--- config.mk ---
export PLATFORM = sky130hd
export DESIGN_NAME = rgmii_tx_framer_flat
export DESIGN_NICKNAME = d
export VERILOG_FILES = /design/src/rtl/rgmii_pkg.sv /design/src/rtl/rgmii_tx_framer_if.sv /design/src/rtl/rgmii_tx_framer_crc.sv /design/src/rtl/rgmii_tx_framer.sv /design/src/flat_wrapper.sv
export SDC_FILE = /design/constraint.sdc
export NUM_CORES = 1
export LEC_CHECK = 0
export CAP_MARGIN = 10
export CORE_MARGIN = 1
export CORE_UTILIZATION = 50
export DETAILED_ROUTE_END_ITERATION = 10
export PLACE_DENSITY = 0.85
export SLEW_MARGIN = 30
export SYNTH_ARGS = -nofsm -noshare
export SYNTH_HDL_FRONTEND = slang
export SYNTH_SLANG_ARGS = --single-unit
--- constraint.sdc ---
create_clock -name clk -period 2.55 [get_ports clk]
set_input_delay 0.3825 -clock clk [delete_from_list [all_inputs] [get_ports clk]]
set_output_delay 0.3825 -clock clk [all_outputs]
set_load 0.1 [all_outputs]
--- src/rtl/rgmii_pkg.sv ---
// rgmii_pkg: shared constants and framer state encoding for the RGMII transmit path.
// The FCS state exists only when RGMII_TX_FCS_EN is defined.
package rgmii_pkg;

    localparam logic [7:0]  PREAMBLE    = 8'h55;
    localparam logic [7:0]  SFD         = 8'hD5;
    localparam logic [31:0] CRC_POLY    = 32'hEDB88320;
    localparam logic [31:0] CRC_INIT    = 32'hFFFFFFFF;
    localparam logic [31:0] CRC_RESIDUE = 32'hDEBB20E3;

    typedef enum logic [2:0] {
        ST_IDLE,
        ST_PRE,
        ST_SFD,
        ST_DATA,
        ST_PAD,
`ifdef RGMII_TX_FCS_EN
        ST_FCS,
`endif
        ST_ABORT,
        ST_GAP
    } state_t;

endpackage

--- src/rtl/rgmii_tx_framer_if.sv ---
// rgmii_tx_framer_if: payload byte stream with valid/ready/last handshake and per-byte error flag.
interface rgmii_tx_framer_if;

    logic [7:0] s_data;
    logic       s_valid;
    logic       s_ready;
    logic       s_last;
    logic       s_err;

    modport master (output s_data, s_valid, s_last, s_err, input s_ready);
    modport slave  (input s_data, s_valid, s_last, s_err, output s_ready);

endinterface

--- src/rtl/rgmii_tx_framer_crc.sv ---
// crc32_d8: reflected Ethernet CRC-32, one byte per cycle, with synchronous clear and enable.
module crc32_d8
    import rgmii_pkg::*;
(
    input  logic        clk,
    input  logic        rst_n,
    input  logic        clr,
    input  logic        en,
    input  logic [7:0]  d,
    output logic [31:0] crc
);

    function automatic logic [31:0] crc_next(input logic [31:0] c, input logic [7:0] b);
        logic [31:0] r;
        r = c ^ {24'h0, b};
        for (int i = 0; i < 8; i++)
            r = r[0] ? ((r >> 1) ^ CRC_POLY) : (r >> 1);
        return r;
    endfunction

    always_ff @(posedge clk or negedge rst_n) begin
        if (!rst_n)
            crc <= CRC_INIT;
        else if (clr)
            crc <= CRC_INIT;
        else if (en)
            crc <= crc_next(crc, d);
    end

endmodule

--- src/rtl/rgmii_tx_framer.sv ---
// rgmii_tx_framer: GMII-style transmit framer (preamble, SFD, payload, pad, FCS, inter-frame gap).
// FCS generation is present only when RGMII_TX_FCS_EN is defined.
module rgmii_tx_framer
    import rgmii_pkg::*;
#(
    parameter int MIN_FRAME = 60,
    parameter int IFG       = 12
) (
    input  logic             clk,
    input  logic             rst_n,
    rgmii_tx_framer_if.slave src,
    output logic [7:0]       txdata,
    output logic             txdv,
    output logic             txer,
    output logic             busy
);

    state_t      state, nxt, frame_end;
    logic [7:0]  tick;
    logic [10:0] cnt, cnt_inc;
    logic        en, in_fcs;
    logic [7:0]  fcs_byte, txdata_d;
    logic        txdv_d, txer_d, busy_d;

    assign src.s_ready = (state == ST_DATA) || (state == ST_ABORT);
    assign en          = (state == ST_DATA && src.s_valid) || (state == ST_PAD);
    assign cnt_inc     = (cnt == 11'h7FF) ? cnt : cnt + 11'd1;

`ifdef RGMII_TX_FCS_EN
    logic [31:0] crc;
    logic        crc_clr;
    logic [7:0]  crc_d;

    assign crc_clr   = !(state inside {ST_DATA, ST_PAD, ST_FCS});
    assign crc_d     = (state == ST_PAD) ? 8'h00 : src.s_data;
    assign in_fcs    = (state == ST_FCS);
    assign fcs_byte  = 8'(~crc >> {tick[1:0], 3'b000});
    assign frame_end = ST_FCS;

    crc32_d8 u_crc (
        .clk  (clk),
        .rst_n(rst_n),
        .clr  (crc_clr),
        .en   (en),
        .d    (crc_d),
        .crc  (crc)
    );
`else
    assign in_fcs    = 1'b0;
    assign fcs_byte  = 8'h00;
    assign frame_end = ST_GAP;
`endif

    // Outputs are registered, so each state emits the byte seen on the pins next cycle;
    // the first 0x55 is therefore launched from IDLE/GAP as PRE is entered.
    always_ff @(posedge clk or negedge rst_n) begin
        if (!rst_n) begin
            state  <= ST_IDLE;
            tick   <= 8'd0;
            cnt    <= 11'd0;
            txdata <= 8'h00;
            txdv   <= 1'b0;
            txer   <= 1'b0;
            busy   <= 1'b0;
        end else begin
            state  <= nxt;
            tick   <= (nxt == state) ? tick + 8'd1 : 8'd0;
            cnt    <= en ? cnt_inc : 11'd0;
            txdata <= txdata_d;
            txdv   <= txdv_d;
            txer   <= txer_d;
            busy   <= busy_d;
        end
    end

    always_comb begin
        nxt = state;
        case (state)
            ST_IDLE:  nxt = src.s_valid ? ST_PRE : ST_IDLE;
            ST_PRE:   nxt = (tick == 8'd5) ? ST_SFD : ST_PRE;
            ST_SFD:   nxt = ST_DATA;
            ST_DATA:  nxt = !src.s_valid ? ST_ABORT :
                            !src.s_last  ? ST_DATA :
                            (cnt_inc < 11'(MIN_FRAME)) ? ST_PAD : frame_end;
            ST_PAD:   nxt = (cnt_inc >= 11'(MIN_FRAME)) ? frame_end : ST_PAD;
`ifdef RGMII_TX_FCS_EN
            ST_FCS:   nxt = (tick == 8'd3) ? ST_GAP : ST_FCS;
`endif
            ST_ABORT: nxt = (src.s_valid && src.s_last) ? ST_GAP : ST_ABORT;
            // The final gap cycle launches the next preamble so the pins see exactly IFG idle cycles.
            ST_GAP:   nxt = (tick != 8'(IFG)) ? ST_GAP : src.s_valid ? ST_PRE : ST_IDLE;
            default:  nxt = ST_IDLE;
        endcase
    end

    always_comb begin
        txdata_d = (state == ST_PRE || nxt == ST_PRE) ? PREAMBLE :
                   (state == ST_SFD)                  ? SFD :
                   (state == ST_DATA && src.s_valid)  ? src.s_data :
                   in_fcs                             ? fcs_byte : 8'h00;
        txdv_d   = (state == ST_PRE) || (nxt == ST_PRE) || (state == ST_SFD) ||
                   (state == ST_DATA) || (state == ST_PAD) || in_fcs;
        txer_d   = (state == ST_DATA) && (!src.s_valid || src.s_err);
        busy_d   = (nxt != ST_IDLE);
    end

endmodule
--- src/flat_wrapper.sv ---
// flat-port wrapper written by rule: the top's interface ports become plain ports
module rgmii_tx_framer_flat import rgmii_pkg::*;
#(
    parameter int MIN_FRAME = 60,
    parameter int IFG       = 12
)
  (clk, rst_n, txdata, txdv, txer, busy, src_s_data, src_s_valid, src_s_last, src_s_err, src_s_ready);
  rgmii_tx_framer_if src_i ();
  input  logic clk;
  input  logic rst_n;
  output logic [7:0] txdata;
  output logic txdv;
  output logic txer;
  output logic busy;
  input wire logic [$bits(src_i.s_data)-1:0] src_s_data;
  input wire logic [$bits(src_i.s_valid)-1:0] src_s_valid;
  input wire logic [$bits(src_i.s_last)-1:0] src_s_last;
  input wire logic [$bits(src_i.s_err)-1:0] src_s_err;
  output wire logic [$bits(src_i.s_ready)-1:0] src_s_ready;
  assign src_i.s_data = src_s_data;
  assign src_i.s_valid = src_s_valid;
  assign src_i.s_last = src_s_last;
  assign src_i.s_err = src_s_err;
  assign src_s_ready = src_i.s_ready;
  rgmii_tx_framer #(.MIN_FRAME(MIN_FRAME), .IFG(IFG)) u_core (.clk(clk), .rst_n(rst_n), .src(src_i), .txdata(txdata), .txdv(txdv), .txer(txer), .busy(busy));
endmodule
# Yosys cells after proc, flatten, opt, wreduce, memory -nomap -nowiden
# Index checks and enable logic that the tools add are counted.
# totals
memories	0
romBits	0
latch_bits	0
wordCells	50
out_inout_bits	12
ramBits	0
input_bits	13
ff_bits	33
# op_classes
n_eq_ne	11
reduce_logical	13
n_lt_le_gt_ge	2
n_mul	0
n_bitwise	0
add_sub_neg	2
div	0
shifts	0
mux	15
# op_table
op	count
$mux W8	4
$mux W11	2
$pmux W3 S7	1
$add A11 B1 Y11 const B	1
$eq A11 B11 Y1 const B	1
$ge A11 B6 Y1 const B	1
$lt A11 B6 Y1 const B	1
$eq A3 B3 Y1 const B	3
$mux W3	3
$add A8 B1 Y8 const B	1
$eq A8 B3 Y1 const B	1
$mux W2	4
$ne A8 B4 Y1 const B	1
$logic_or A1 B1 Y1	7
$eq A3 B1 Y1 const B	2
$eq A3 B2 Y1 const B	2
$eq A3 B3 Y1	1
$logic_and A1 B1 Y1	3
$logic_not A3 Y1	1
$reduce_bool A3 Y1	1
$logic_not A1 Y1	1
$mux W1	1

# Longest topological paths before layout
# depth
word_depth	12
depth_mapped	8

# Worst setup path before layout
# Ideal clock, no wire load.
# synth_timing
kind	register to output
start	register u_core.state[0]
end	output src_s_ready
arrival_ns	1.990
path_slack_ns	0.177
required_time_ns	2.168
stages_incl_launch_ff	4
cell_sequence	dfrtp_1 > clkbuf_1 > inv_1 > nor2_1
# synth_between
elab_chain_len	2
elab_cells_between_ends	3
classes_between	eq/ne (2); reduce/logical (1)
# synth_rtl
item	line_no	rtl
start, declared	rgmii_tx_framer.sv:18	state_t state, nxt, frame_end;
start signal, assigned	rgmii_tx_framer.sv:66	state <= nxt;
$eq A3 B2 Y1 or $eq A3 B3 Y1 (tied branches)	rgmii_tx_framer.sv:25	assign src.s_ready = (state == ST_DATA) || (state == ST_ABORT);
$logic_or A1 B1 Y1 (*)	rgmii_tx_framer.sv:25	
end, declared	flat_wrapper.sv:19	output wire logic [$bits(src_i.s_ready)-1:0] src_s_ready;
# Mark *: on every way between the ends. The rest lies on a longest branch, timed or not.

# Worst setup path in the final report
# layout_timing
start	register u_core.cnt[0]
end	register u_core.tick[2]
# layout_between
elab_chain_len	9
elab_cells_between_ends	12
classes_between	add/sub (1); order compare (2); eq/ne (2); mux (7)
# layout_rtl
item	line_no	rtl
start, declared	rgmii_tx_framer.sv:20	logic [10:0] cnt, cnt_inc;
start signal, assigned	rgmii_tx_framer.sv:68	cnt <= en ? cnt_inc : 11'd0;
$add A11 B1 Y11 or $eq A11 B11 Y1 (tied branches)	rgmii_tx_framer.sv:27	assign cnt_inc = (cnt == 11'h7FF) ? cnt : cnt + 11'd1;
$mux W11 (*)	rgmii_tx_framer.sv:27	
$lt A11 B6 Y1	rgmii_tx_framer.sv:84	(cnt_inc < 11'(MIN_FRAME)) ? ST_PAD : frame_end;
$mux W2	rgmii_tx_framer.sv:84	
$mux W3	rgmii_tx_framer.sv:83	!src.s_last ? ST_DATA :
$mux W3	rgmii_tx_framer.sv:82	ST_DATA: nxt = !src.s_valid ? ST_ABORT :
$pmux W3 S7 (*)	rgmii_tx_framer.sv:78	case (state)
$eq A3 B3 Y1 (*)	rgmii_tx_framer.sv:67	tick <= (nxt == state) ? tick + 8'd1 : 8'd0;
$mux W8 (*)	rgmii_tx_framer.sv:67	
end signal, assigned	rgmii_tx_framer.sv:67	
end, declared	rgmii_tx_framer.sv:19	logic [7:0] tick;
# Marked as above.

==> metrics.cfg <==
[clock_tree]
cts.path.max_buffers=2
htree_levels=2
numCtsBuffers=5
clk_pin_slew_worst_paths_ns=0.10
clk_latency_ns=0.34
cts-resized-gates=0
cts_sinks=33
cts_tree=done
postCtsHoldBufs=0
post_cts_buffers=0
cts-root-buf=clkbuf_4

[global_routing]
antenna_found_initial=0
grt_pass1_vias=1246
grt_max_degree=34
grt_pass1_wl_um=5330
grt.overflow.total=0
grt_usage=0.196

[cells_and_area]
layout_commonest_cell=dfrtp_1
nNetsFinal=229
drive_gt1_frac=0.141
antennaDiodeCount=0
layout_common_cells=dfrtp_1 (33), nand2_1 (18), buf_4 (16)
fin_area_mm2=0.00212
area_delta_synth_final_pct=19.2

[logic_synthesis]
synthAdderAreaFrac=0.0281
synth_top_area_share=0.463
ys_seq_elements=33
synthMuxAreaShare=0.0119
synth_top_family_by_area=simple AND/OR/NAND/NOR gates
syn_avg_cell_area_um2=9.74
synth_area_leaders=dfrtp_1 (46%), xor2_1 (4.4%), nand2_1 (3.8%)
synth_nets=200
syn_area_mm2=0.00178
syn_inst=183
yosysUniqueCellTypes=43
synth_compound_area_frac=0.145
ys.warnings.count=0
ys_seq_area_frac=0.463
synth_xor_xnor_area_share=0.0786
synthSimpleGateAreaFrac=0.244
synth.largest_area_cell=dfrtp_1

[power_and_ir_drop]
power_density_mw_per_mm2=1080
ir_worst_vdd_uv=332
p_leak_uw=0.000942

[setup_path]
crit_type=flip-flop to flip-flop
cp.arrival_ns=2.53
cp-start-kind=flip-flop
crit_path_end_kind=flip-flop
worst-path-max-fanout=8
cp.required_ns=2.76

[sta]
final-setup-viol-count=0
rsz0062_at_grt=false
period_needed_ns=2.32
worstMarginPinSlew_ns=0.771
clock_skew_ns=0.0154
tns_ns=0
hold_violations=0
drv_slew=0
whs_ns=0.430
period_share=0.909
setup_ws_ns=0.233
max_freq_ghz=0.432
relSlewSlack=0.484

[floorplanning]
die_w_um=61.7
ios=25
die_h_um=61.7
dieArea_mm2=0.00381
rows=21
start_util=0.530
core_mm2=0.00336

[drt]
dr_total_vias=1429
drc_errors=0
ant_nets=0
drt-initial-drc-count=89
finalWirelength_um=3290
drtPass1Iterations=4
via_per_inst=5.52
wire_per_inst_um=12.7

[placed_design]
io_buffers=24
placed_area_mm2=0.00205
place.gp.congestion=0.872
hpwl_um=2430
place_ws_ns=0.102

[min_path]
min_path_type=primary input to async pin

[run_status]
outcome=finished clean

[job]
drv_cap=0

==> final cells by class <==
type                            count  area (µm²)
Inverter                            7        26.3
Tap cell                           46        57.6
Multi-Input combinational cell    137         905
Sequential cell                    33         826
Timing Repair Buffer               28         240
Clock buffer                        7        65.1
Clock inverter                      1        5.00
Fill cell                         273        1240
==> state kept, by name (all words and copies together) (netlist names) <==
name           count
u_core.tick        8
u_core.state       3
u_core.txdv        1
u_core.txer        1
u_core.txdata      8
u_core.busy        1
u_core.cnt        11
==> layer usage <==
| metal | part of all wire | track usage |
|---|---|---|
| met1 | 0.46 | 0.252 |
| met2 | 0.47 | 0.301 |
| met3 | 0.055 | 0.0497 |
| met4 | 0.021 | 0.111 |
| met5 | 0 | 0 |
==> cells in the mapped netlist, drive strengths merged <==
library cell,number
a41oi,1
o221ai,1
dfrtp,33
a311o,1
buf,3
ha,4
o21a,2
nand2b,3
nand4,4
xnor2,7
a21o,2
a221o,1
xor2,9
inv,7
a31oi,5
and4b,1
nor3b,3
nand4b,1
and3,7
nor3,2
a211oi,2
o211ai,1
o22ai,1
mux2,1
and2,3
nor2,14
a311oi,1
nand3b,1
o21ai,9
nor2b,1
o21ba,1
nor4,9
a21oi,7
nand2,18
mux2i,1
or4,1
nand3,9
clkbuf,3
or3,3
==> critical path, cell delays in order (launching register included) <==
cell	delay (ns)
dfrtp_1	0.43
ha_1	0.28
and3_1	0.23
nand3_1	0.12
mux2_2	0.36
o21ai_2	0.18
a41oi_4	0.21
nor4_1	0.38
==> logic make-up after synthesis <==
kind of cell	Yosys count
compound gates	35
xor+xnor	16
buf+inv	13
mux	2
fa+ha+maj	4
flops	33
simple gates	80
==> worst paths after layout <==
kind,end,slack (ns),startpoint,cells after the start
setup / recovery,u_core.tick[2]$_DFF_PN0_,0.23,u_core.cnt[0]$_DFF_PN0_,7
hold / removal,u_core.tick[1]$_DFF_PN0_,0.43,rst_n,2
setup reg to reg,u_core.tick[2]$_DFF_PN0_,0.23,u_core.cnt[0]$_DFF_PN0_,7
hold reg to reg,u_core.cnt[10]$_DFF_PN0_,0.54,u_core.cnt[10]$_DFF_PN0_,2
max in group asynchronous,u_core.cnt[3]$_DFF_PN0_,1.82,rst_n,2
min in group clk,u_core.cnt[10]$_DFF_PN0_,0.54,u_core.cnt[10]$_DFF_PN0_,2
==> power by group <==
group / switching (µW) / total, µW / internal, µW
Sequential: 119 / 750 / 631
Clock: 168 / 327 / 160
Combinational: 862 / 1210 / 346
Total: 1150 / 2290 / 1140
==> per-stage QoR <==
stage | cells | power (µW) | utilization
floorplan | 183 | 1700 | -
global placement | 251 | 1950 | 0.611
detailed placement | 251 | 1970 | 0.611
CTS | 259 | 2300 | 0.632
global route | 259 | 2440 | 0.632
finish | 259 | 2290 | 0.632
No activity file was read; power rests on OpenSTA's default activity.
